## src/rtl/exec_pkg.sv

```systemverilog
// Shared types for the execute stage: opcodes, FSM states and the default datapath width.
package exec_pkg;

    localparam int DATA_W_DEF = 32;

    typedef enum logic [2:0] {
        OP_ADD = 3'b000,
        OP_SUB = 3'b001,
        OP_AND = 3'b010,
        OP_OR  = 3'b011,
        OP_XOR = 3'b100,
        OP_SLT = 3'b101,
        OP_MUL = 3'b110,
        OP_ILL = 3'b111
    } op_e;

    typedef enum logic [1:0] {
        IDLE = 2'b00,
        MUL  = 2'b01,
        DONE = 2'b10
    } state_e;

    // Opcode 111 is always illegal; MUL is illegal when the multiplier is not built.
    function automatic logic is_illegal(input logic [2:0] opc, input logic mul_en);
        logic ill;
        case (opc)
            3'b111:  ill = 1'b1;
            3'b110:  ill = ~mul_en;
            default: ill = 1'b0;
        endcase
        return ill;
    endfunction

endpackage

```

## src/rtl/exec_mul_iter.sv

```systemverilog
// Iterative shift-add multiplier: one multiplier bit per cycle, low DATA_W bits of the product.
module exec_mul_iter
    import exec_pkg::*;
#(
    parameter int DATA_W     = DATA_W_DEF,
    parameter int MUL_CYCLES = DATA_W
) (
    input  logic              clk,
    input  logic              reset,
    input  logic              start,
    input  logic              run,
    input  logic [DATA_W-1:0] op_a,
    input  logic [DATA_W-1:0] op_b,
    output logic              done,
    output logic [DATA_W-1:0] product
);

    localparam int CNT_W = $clog2(MUL_CYCLES + 1);

    logic [DATA_W-1:0] mcand_r;
    logic [DATA_W-1:0] mplier_r;
    logic [DATA_W-1:0] acc_r;
    logic [CNT_W-1:0]  cnt_r;
    logic [DATA_W-1:0] acc_next_s;

    // Partial-product accumulate and last-iteration detect; product is the post-iteration value.
    always_comb begin
        acc_next_s = acc_r;
        if (mplier_r[0]) begin
            acc_next_s = acc_r + mcand_r;
        end else begin
            acc_next_s = acc_r;
        end
        done    = run && (cnt_r == CNT_W'(MUL_CYCLES - 1));
        product = acc_next_s;
    end

    // Operand shift registers, accumulator and iteration counter.
    always_ff @(posedge clk or negedge reset) begin
        if (!reset) begin
            mcand_r  <= {DATA_W{1'b0}};
            mplier_r <= {DATA_W{1'b0}};
            acc_r    <= {DATA_W{1'b0}};
            cnt_r    <= {CNT_W{1'b0}};
        end else if (start) begin
            mcand_r  <= op_a;
            mplier_r <= op_b;
            acc_r    <= {DATA_W{1'b0}};
            cnt_r    <= {CNT_W{1'b0}};
        end else if (run) begin
            mcand_r  <= {mcand_r[DATA_W-2:0], 1'b0};
            mplier_r <= {1'b0, mplier_r[DATA_W-1:1]};
            acc_r    <= acc_next_s;
            cnt_r    <= cnt_r + CNT_W'(1);
        end
    end

endmodule

```

## src/rtl/exec_stage.sv

```systemverilog
// Execute stage: single-cycle ALU ops plus optional iterative MUL with a valid/ready result handshake.
// Define EXEC_MUL_EN to build the multiplier; otherwise opcode 110 reports illegal.
module exec_stage
    import exec_pkg::*;
#(
    parameter int DATA_W     = DATA_W_DEF,
    parameter int MUL_CYCLES = DATA_W
) (
    input  logic              clk,
    input  logic              reset,
    input  logic              in_valid,
    output logic              in_ready,
    input  logic [2:0]        op,
    input  logic [DATA_W-1:0] op_a,
    input  logic [DATA_W-1:0] op_b,
    input  logic              dst_sel,
    output logic              out_valid,
    input  logic              out_ready,
    output logic [DATA_W-1:0] result,
    output logic              wr,
    output logic              seti,
    output logic              zero,
    output logic              err
);

`ifdef EXEC_MUL_EN
    localparam logic MUL_EN = 1'b1;
`else
    localparam logic MUL_EN = 1'b0 & (MUL_CYCLES > 0);
`endif

    state_e            state_r;
    state_e            state_nxt_s;
    op_e               op_s;
    logic              accept_s;
    logic              start_mul_s;
    logic              illegal_s;
    logic [DATA_W-1:0] alu_s;
    logic [DATA_W-1:0] res_s;
    logic              mul_done_s;
    logic [DATA_W-1:0] mul_product_s;
    logic [DATA_W-1:0] result_r;
    logic              zero_r;
    logic              err_r;
    logic              seti_r;

    assign op_s        = op_e'(op);
    assign accept_s    = (state_r == IDLE) && in_valid;
    assign illegal_s   = is_illegal(op, MUL_EN);
    assign start_mul_s = accept_s && (op_s == OP_MUL) && MUL_EN;

`ifdef EXEC_MUL_EN
    exec_mul_iter #(
        .DATA_W     (DATA_W),
        .MUL_CYCLES (MUL_CYCLES)
    ) u_mul (
        .clk     (clk),
        .reset   (reset),
        .start   (start_mul_s),
        .run     (state_r == MUL),
        .op_a    (op_a),
        .op_b    (op_b),
        .done    (mul_done_s),
        .product (mul_product_s)
    );
`else
    assign mul_done_s    = 1'b0;
    assign mul_product_s = {DATA_W{1'b0}};
`endif

    // Single-cycle ALU result; illegal opcodes force zero.
    always_comb begin
        alu_s = {DATA_W{1'b0}};
        case (op_s)
            OP_ADD:  alu_s = op_a + op_b;
            OP_SUB:  alu_s = op_a - op_b;
            OP_AND:  alu_s = op_a & op_b;
            OP_OR:   alu_s = op_a | op_b;
            OP_XOR:  alu_s = op_a ^ op_b;
            OP_SLT:  alu_s = {{(DATA_W-1){1'b0}}, ($signed(op_a) < $signed(op_b))};
            default: alu_s = {DATA_W{1'b0}};
        endcase
        if (illegal_s) begin
            res_s = {DATA_W{1'b0}};
        end else begin
            res_s = alu_s;
        end
    end

    // FSM state register.
    always_ff @(posedge clk or negedge reset) begin
        if (!reset) begin
            state_r <= IDLE;
        end else begin
            state_r <= state_nxt_s;
        end
    end

    // FSM next-state logic; leaving DONE always passes through IDLE, so no back-to-back accept.
    always_comb begin
        state_nxt_s = state_r;
        case (state_r)
            IDLE: begin
                if (start_mul_s) begin
                    state_nxt_s = MUL;
                end else if (accept_s) begin
                    state_nxt_s = DONE;
                end else begin
                    state_nxt_s = IDLE;
                end
            end
            MUL: begin
                if (mul_done_s) begin
                    state_nxt_s = DONE;
                end else begin
                    state_nxt_s = MUL;
                end
            end
            DONE: begin
                if (out_ready) begin
                    state_nxt_s = IDLE;
                end else begin
                    state_nxt_s = DONE;
                end
            end
            default: state_nxt_s = IDLE;
        endcase
    end

    // FSM outputs: handshake flags decoded from the registered state.
    always_comb begin
        in_ready  = (state_r == IDLE);
        out_valid = (state_r == DONE);
        wr        = (state_r == DONE) && out_ready;
    end

    // Result registers: loaded at accept for ALU ops, at the final iteration for MUL.
    always_ff @(posedge clk or negedge reset) begin
        if (!reset) begin
            result_r <= {DATA_W{1'b0}};
            zero_r   <= 1'b0;
            err_r    <= 1'b0;
            seti_r   <= 1'b0;
        end else if (accept_s) begin
            seti_r <= dst_sel;
            if (start_mul_s) begin
                result_r <= {DATA_W{1'b0}};
                zero_r   <= 1'b0;
                err_r    <= 1'b0;
            end else begin
                result_r <= res_s;
                zero_r   <= (res_s == {DATA_W{1'b0}});
                err_r    <= illegal_s;
            end
        end else if (mul_done_s) begin
            result_r <= mul_product_s;
            zero_r   <= (mul_product_s == {DATA_W{1'b0}});
            err_r    <= 1'b0;
        end
    end

    assign result = result_r;
    assign zero   = zero_r;
    assign err    = err_r;
    assign seti   = seti_r;

endmodule

```

## config.mk

```make
export PLATFORM = sky130hd
export DESIGN_NAME = exec_stage
export DESIGN_NICKNAME = d
export VERILOG_FILES = /design/src/rtl/exec_pkg.sv /design/src/rtl/exec_mul_iter.sv /design/src/rtl/exec_stage.sv
export SDC_FILE = /design/constraint.sdc
export NUM_CORES = 1
export LEC_CHECK = 0
export BUFFER_PORTS_ARGS = -buffer_cell sky130_fd_sc_hd__buf_2
export CAP_MARGIN = 10
export CORE_MARGIN = 5
export CORE_UTILIZATION = 64
export DETAILED_ROUTE_END_ITERATION = 16
export PLACE_DENSITY = 0.89
export SYNTH_ARGS = -nofsm -noshare
export SYNTH_HDL_FRONTEND = slang
export SYNTH_SLANG_ARGS = --single-unit
```

## constraint.sdc

```tcl
create_clock -name clk -period 3.3 [get_ports clk]
set_input_delay 0.33 -clock clk [delete_from_list [all_inputs] [get_ports clk]]
set_output_delay 0.33 -clock clk [all_outputs]
set_load 0.005 [all_outputs]
```

==> results of run 1 <==
-- logic make-up after synthesis --
logic type / count (synthesis) / synth area share, %
xor gates and xnor gates: 20 / 2.62
adders and majority gates: 105 / 19.9
and+or+nand+nor: 276 / 19.7
DFF: 37 / 13.9
AOI/OAI and AO/OA: 342 / 34.1
muxes: 6 / 0.936
buffers and inverters: 155 / 8.85
-- what timing repair did --
item	in CTS
gates cloned	0
hold buffers	0
setup endpoints to repair	10
pin swaps	15
setup buffers	3
gates resized for setup	27
-- metal layers --
layer,global-route usage [%],GRT overflow
met5,31.0,0
met4,65.5,2
met3,57.8,0
met2,85.8,1
met1,67.7,0
-- stage by stage --
step / setup TNS, ps / area [sq um] / instances / util, %
after floorplan: -972 / 6760 / 941 / -
after CTS: -985 / 9190 / 1365 / 89.4
after global placement: -4920 / 8960 / 1354 / 87.2
after detailed placement: -7350 / 8960 / 1354 / 87.2
==> results.sh, run 1 <==
export IMPL_syn_nets=1118
export IMPL_overflow=3
export IMPL_ioPinCount=110
export IMPL_port_buffers=109
export IMPL_die_x_um=112
export IMPL_ys_top_cells_by_area="ha_1, dfrtp_1, a21oi_1, inv_1, nor2_1"
export IMPL_pre_cts_ws_ps=-985
export IMPL_first_error="[ERROR GRT-0232] Routing congestion too high. Check the congestion heatmap in the GUI."
export IMPL_chipHeight_um=112
export IMPL_cts_made_buffers=5
export IMPL_yosysWarnings=0
export IMPL_grt_worst_endpoint="zero$_DFFE_PN0P_/D"
export IMPL_start_util_pct=65.0
export IMPL_antenna_found_initial=4
export IMPL_synth_top_area_share_pct=19.3
export IMPL_ys_async_sr_fraction_pct=100
export IMPL_finalWeightedCongestion=1.08
export IMPL_synth_common_cells="ha_1, a21oi_1, inv_1, nor2_1, nand2_1"
export IMPL_synth_most_common_cell="ha_1"
export IMPL_synth_cell_types=73
export IMPL_syn_instance_count=941
export IMPL_cts_root_buf="clkbuf_8"
export IMPL_cts_max_level=2
export IMPL_status="did not finish"
export IMPL_syn_mean_instance_area_sq_um=7.10
export IMPL_grt_max_degree=58
export IMPL_grt_use_total_pct=69.4
export IMPL_failed_stage="global routing (5_1_grt)"
export IMPL_ys_ff_latch=37
export IMPL_hpwl_mm=21.2
export IMPL_worstEndpointType="register input"
export IMPL_synth_edf_count=0
export IMPL_rows=37
export IMPL_synthFlopType="dfrtp_1"
export IMPL_yosysTopAreaCell="ha_1"
export IMPL_cts_buffer_depth=2
export IMPL_cts_sinks=37
export IMPL_netlist_area_sq_um=6680
export IMPL_yosysSeqAreaShare_pct=13.9
==> run 2, diff against run 1 <==
--- a/config.mk
+++ b/config.mk
@@ -8,9 +8,9 @@
 export BUFFER_PORTS_ARGS = -buffer_cell sky130_fd_sc_hd__buf_2
 export CAP_MARGIN = 10
 export CORE_MARGIN = 5
-export CORE_UTILIZATION = 64
+export CORE_UTILIZATION = 40
 export DETAILED_ROUTE_END_ITERATION = 16
-export PLACE_DENSITY = 0.89
+export PLACE_DENSITY_LB_ADDON = 0.15
 export SYNTH_ARGS = -nofsm -noshare
 export SYNTH_HDL_FRONTEND = slang
 export SYNTH_SLANG_ARGS = --single-unit
==> run 2 against run 1 <==
The flow now finishes, with violations (negative setup slack). Synthesized cell count unchanged. Area after synthesis unchanged.
==> results.sh, run 2 <==
export IMPL_status="finished with violations"
export IMPL_failed_checks="negative setup slack"
export IMPL_timing_rr_start="state_r[1]$_DFF_PN0_"
export IMPL_yosysSeqAreaShare_pct=13.9
export IMPL_fin_skew_ps=2.84
export IMPL_port_buffers=109
export IMPL_end_kind="register"
export IMPL_nFillCells=1589
export IMPL_ir_drop_mv=0.354
export IMPL_crit_fanout=4
export IMPL_synth_edf_count=0
export IMPL_yosysWarnings=0
export IMPL_period_minus_slack_ps=3840
export IMPL_ys_async_sr_fraction_pct=100
export IMPL_critPathSlowestCell="or4b_4"
export IMPL_fin_cells=1501
export IMPL_synth_area_mux_share_pct=0.936
export IMPL_synth_compound_area_share_pct=34.1
export IMPL_drt_iter0_drc=699
export IMPL_cts_tree="yes"
export IMPL_final_common_cell="buf_4"
export IMPL_synth_most_common_cell="ha_1"
export IMPL_startpoint="op_a[0]"
export IMPL_cts_buffer_depth=2
export IMPL_netlist_area_sq_um=6680
export IMPL_ff2ff_setup_slack_ps=910
export IMPL_routed_via_density=5.53
export IMPL_overflow=0
export IMPL_timing_fmax_ghz=0.261
export IMPL_die_x_um=139
export IMPL_synth_top_area_share_pct=19.3
export IMPL_synth_top_family_by_area="compound AO/OA/AOI/OAI gates"
export IMPL_cts_max_level=2
export IMPL_start_kind="primary input"
export IMPL_cap_violations=0
export IMPL_power_density_nw_per_um2=284
export IMPL_grt_pass1_wl_mm=40.5
export IMPL_nets=1456
export IMPL_slew_violations=0
export IMPL_ant_nets=0
export IMPL_p_leak_nw=5.01
export IMPL_synth_common_cells="ha_1, a21oi_1, inv_1, nor2_1, nand2_1"
export IMPL_endpoint="zero$_DFFE_PN0P_"
export IMPL_rsz0062_at_grt="yes"
export IMPL_cts_sinks=37
export IMPL_yosysTopAreaCell="ha_1"
export IMPL_grt_pass1_vias=7934
export IMPL_dieArea_sq_um=19400
export IMPL_clk_pin_slew_ps=50
export IMPL_grt_use_total_pct=24.7
export IMPL_fin_crit_sh_pct=116
export IMPL_ys_ff_latch=37
export IMPL_finalWeightedCongestion=0.958
export IMPL_final_layout_size_suffix_gt1_share_pct=35.8
export IMPL_yosys_area_share_adder_pct=19.9
export IMPL_critPathMostFrequentCell="o31ai_2"
export IMPL_hpwl_mm=20.4
export IMPL_crit_chain="buf_12, inv_12, ha_4, inv_2, fa_2, nor2b_4, o311a_1, or4b_4, a211o_4, a21oi_4, o31ai_2, a31o_1, a221o_1, or4_4, nor4_4, nand4b_1, o31ai_2"
export IMPL_cp_top_family="compound AO/OA/AOI/OAI gates"
export IMPL_worstReg2RegEnd="zero$_DFFE_PN0P_"
export IMPL_cp_slowest_stage_delay_ps=540
export IMPL_finalHoldViolCount=0
export IMPL_crit_buf_inv=3
export IMPL_cp_depth=17
export IMPL_clock_latency_ps=280
export IMPL_rows=47
export IMPL_syn_instance_count=941
export IMPL_fp_coreArea_sq_um=16500
export IMPL_syn_nets=1118
export IMPL_chipHeight_um=139
export IMPL_ys_top_cells_by_area="ha_1, dfrtp_1, a21oi_1, inv_1, nor2_1"
export IMPL_worst_slew_pin_slew_ps=793
export IMPL_first_pass_iters=7
export IMPL_synthToLayoutAreaGrowth_pct=48.4
export IMPL_syn_mean_instance_area_sq_um=7.10
export IMPL_worstSetupPathType="in2reg"
export IMPL_antenna_found_initial=1
export IMPL_drcViolationCount=0
export IMPL_routed_wl_mm=25.0
export IMPL_vias=8298
export IMPL_worstPathRequired_ps=3490
export IMPL_ff2ff_path_depth=9
export IMPL_hp_class="in2async"
export IMPL_synth_xor_area_share_pct=2.62
export IMPL_hold_buffers=0
export IMPL_setup_viol_count_final=6
export IMPL_ioPinCount=110
export IMPL_grt_max_degree=52
export IMPL_start_util_pct=40.6
export IMPL_largest_reg_flops=32
export IMPL_arrival_ps=4020
export IMPL_place_inst=1487
export IMPL_wl_per_cell_um=16.7
export IMPL_synth_simple_gate_area_share_pct=19.7
export IMPL_synthFlopType="dfrtp_1"
export IMPL_fin_ws_ps=-537
export IMPL_final_cell_mix="buf_4, buf_2, ha_1"
export IMPL_synth_cell_types=73
export IMPL_cts_made_buffers=5
export IMPL_maxSlewHeadroom_pct=47.1
export IMPL_cts_root_buf="clkbuf_16"
export IMPL_finish_utilization_pct=60.2
-- run 2: logic make-up after synthesis --
group	Yosys count
buffers and inverters	155
AO/OA/AOI/OAI	342
adder cells (fa/ha/maj)	105
XOR/XNOR	20
AND/OR/NAND/NOR	276
flip-flops	37
multiplexers	6
-- run 2: worst min path at each step --
| stage | to | slack [ps] | startpoint | cells after the start |
|---|---|---|---|---|
| after global routing | result[3]$_DFFE_PN0P_ | 200 | reset | 1 |
| after floorplan | err$_DFFE_PN0P_ | 30 | reset | 0 |
| after CTS | seti$_DFFE_PN0P_ | 160 | reset | 1 |
| after global placement | state_r[0]$_DFF_PN0_ | 440 | state_r[1]$_DFF_PN0_ | 1 |
| after detailed placement | seti$_DFFE_PN0P_ | 460 | reset | 1 |
| final | seti$_DFFE_PN0P_ | 140 | reset | 1 |
-- run 2: area by class of cell --
class                      count  area, sq um  area share, %
timing repair buffer         389         2710           27.3
antenna                        1         2.50         0.0252
inverter                      97          377           3.80
tap                          220          275           2.77
sequential                    37          926           9.33
clock buffer                   6          129           1.30
clock inverter                 2         10.0          0.101
multi-input combinational    749         5490           55.4
-- run 2: power by group --
part	internal (mW)	leakage (nW)	switching, mW
logic	0.857	4.46	0.909
registers	0.548	0.477	0.0579
clock network	0.277	0.0706	0.165
total	1.68	5.01	1.13
-- run 2: layer usage --
layer  GRT usage, %  wire, um  vias to the layer above
met3           3.12      1960                       31
met2           38.8     11000                      352
met4           4.94       369                        0
met1           36.4     11700                     3822
met5              0         0                        -
li1               -         -                     4093
-- run 2: timing repair --
| action | 4_1_cts | 5_1_grt |
|---|---|---|
| cloned | 0 | 0 |
| setup buffers | 3 | 3 |
| gates resized for setup | 24 | 32 |
| hold endpoints to repair | 0 | 0 |
| pin swaps | 19 | 7 |
| setup endpoints to repair | 9 | 9 |
-- run 2: through the flow --
stage	worst slack [ps]	total power, mW	setup TNS, ps	hold WS (ps)	cell area [sq um]
3_5_place_dp	-1030	2.27	-6280	456	9460
3_3_place_gp	-934	2.26	-5520	445	9460
4_1_cts	-537	2.75	-1120	158	9730
5_1_grt	-658	3.02	-2000	199	9920
6_report	-537	2.81	-1310	139	9920
2_1_floorplan	-567	1.44	-972	34.4	6760
Power figures use the tool's default switching activity.
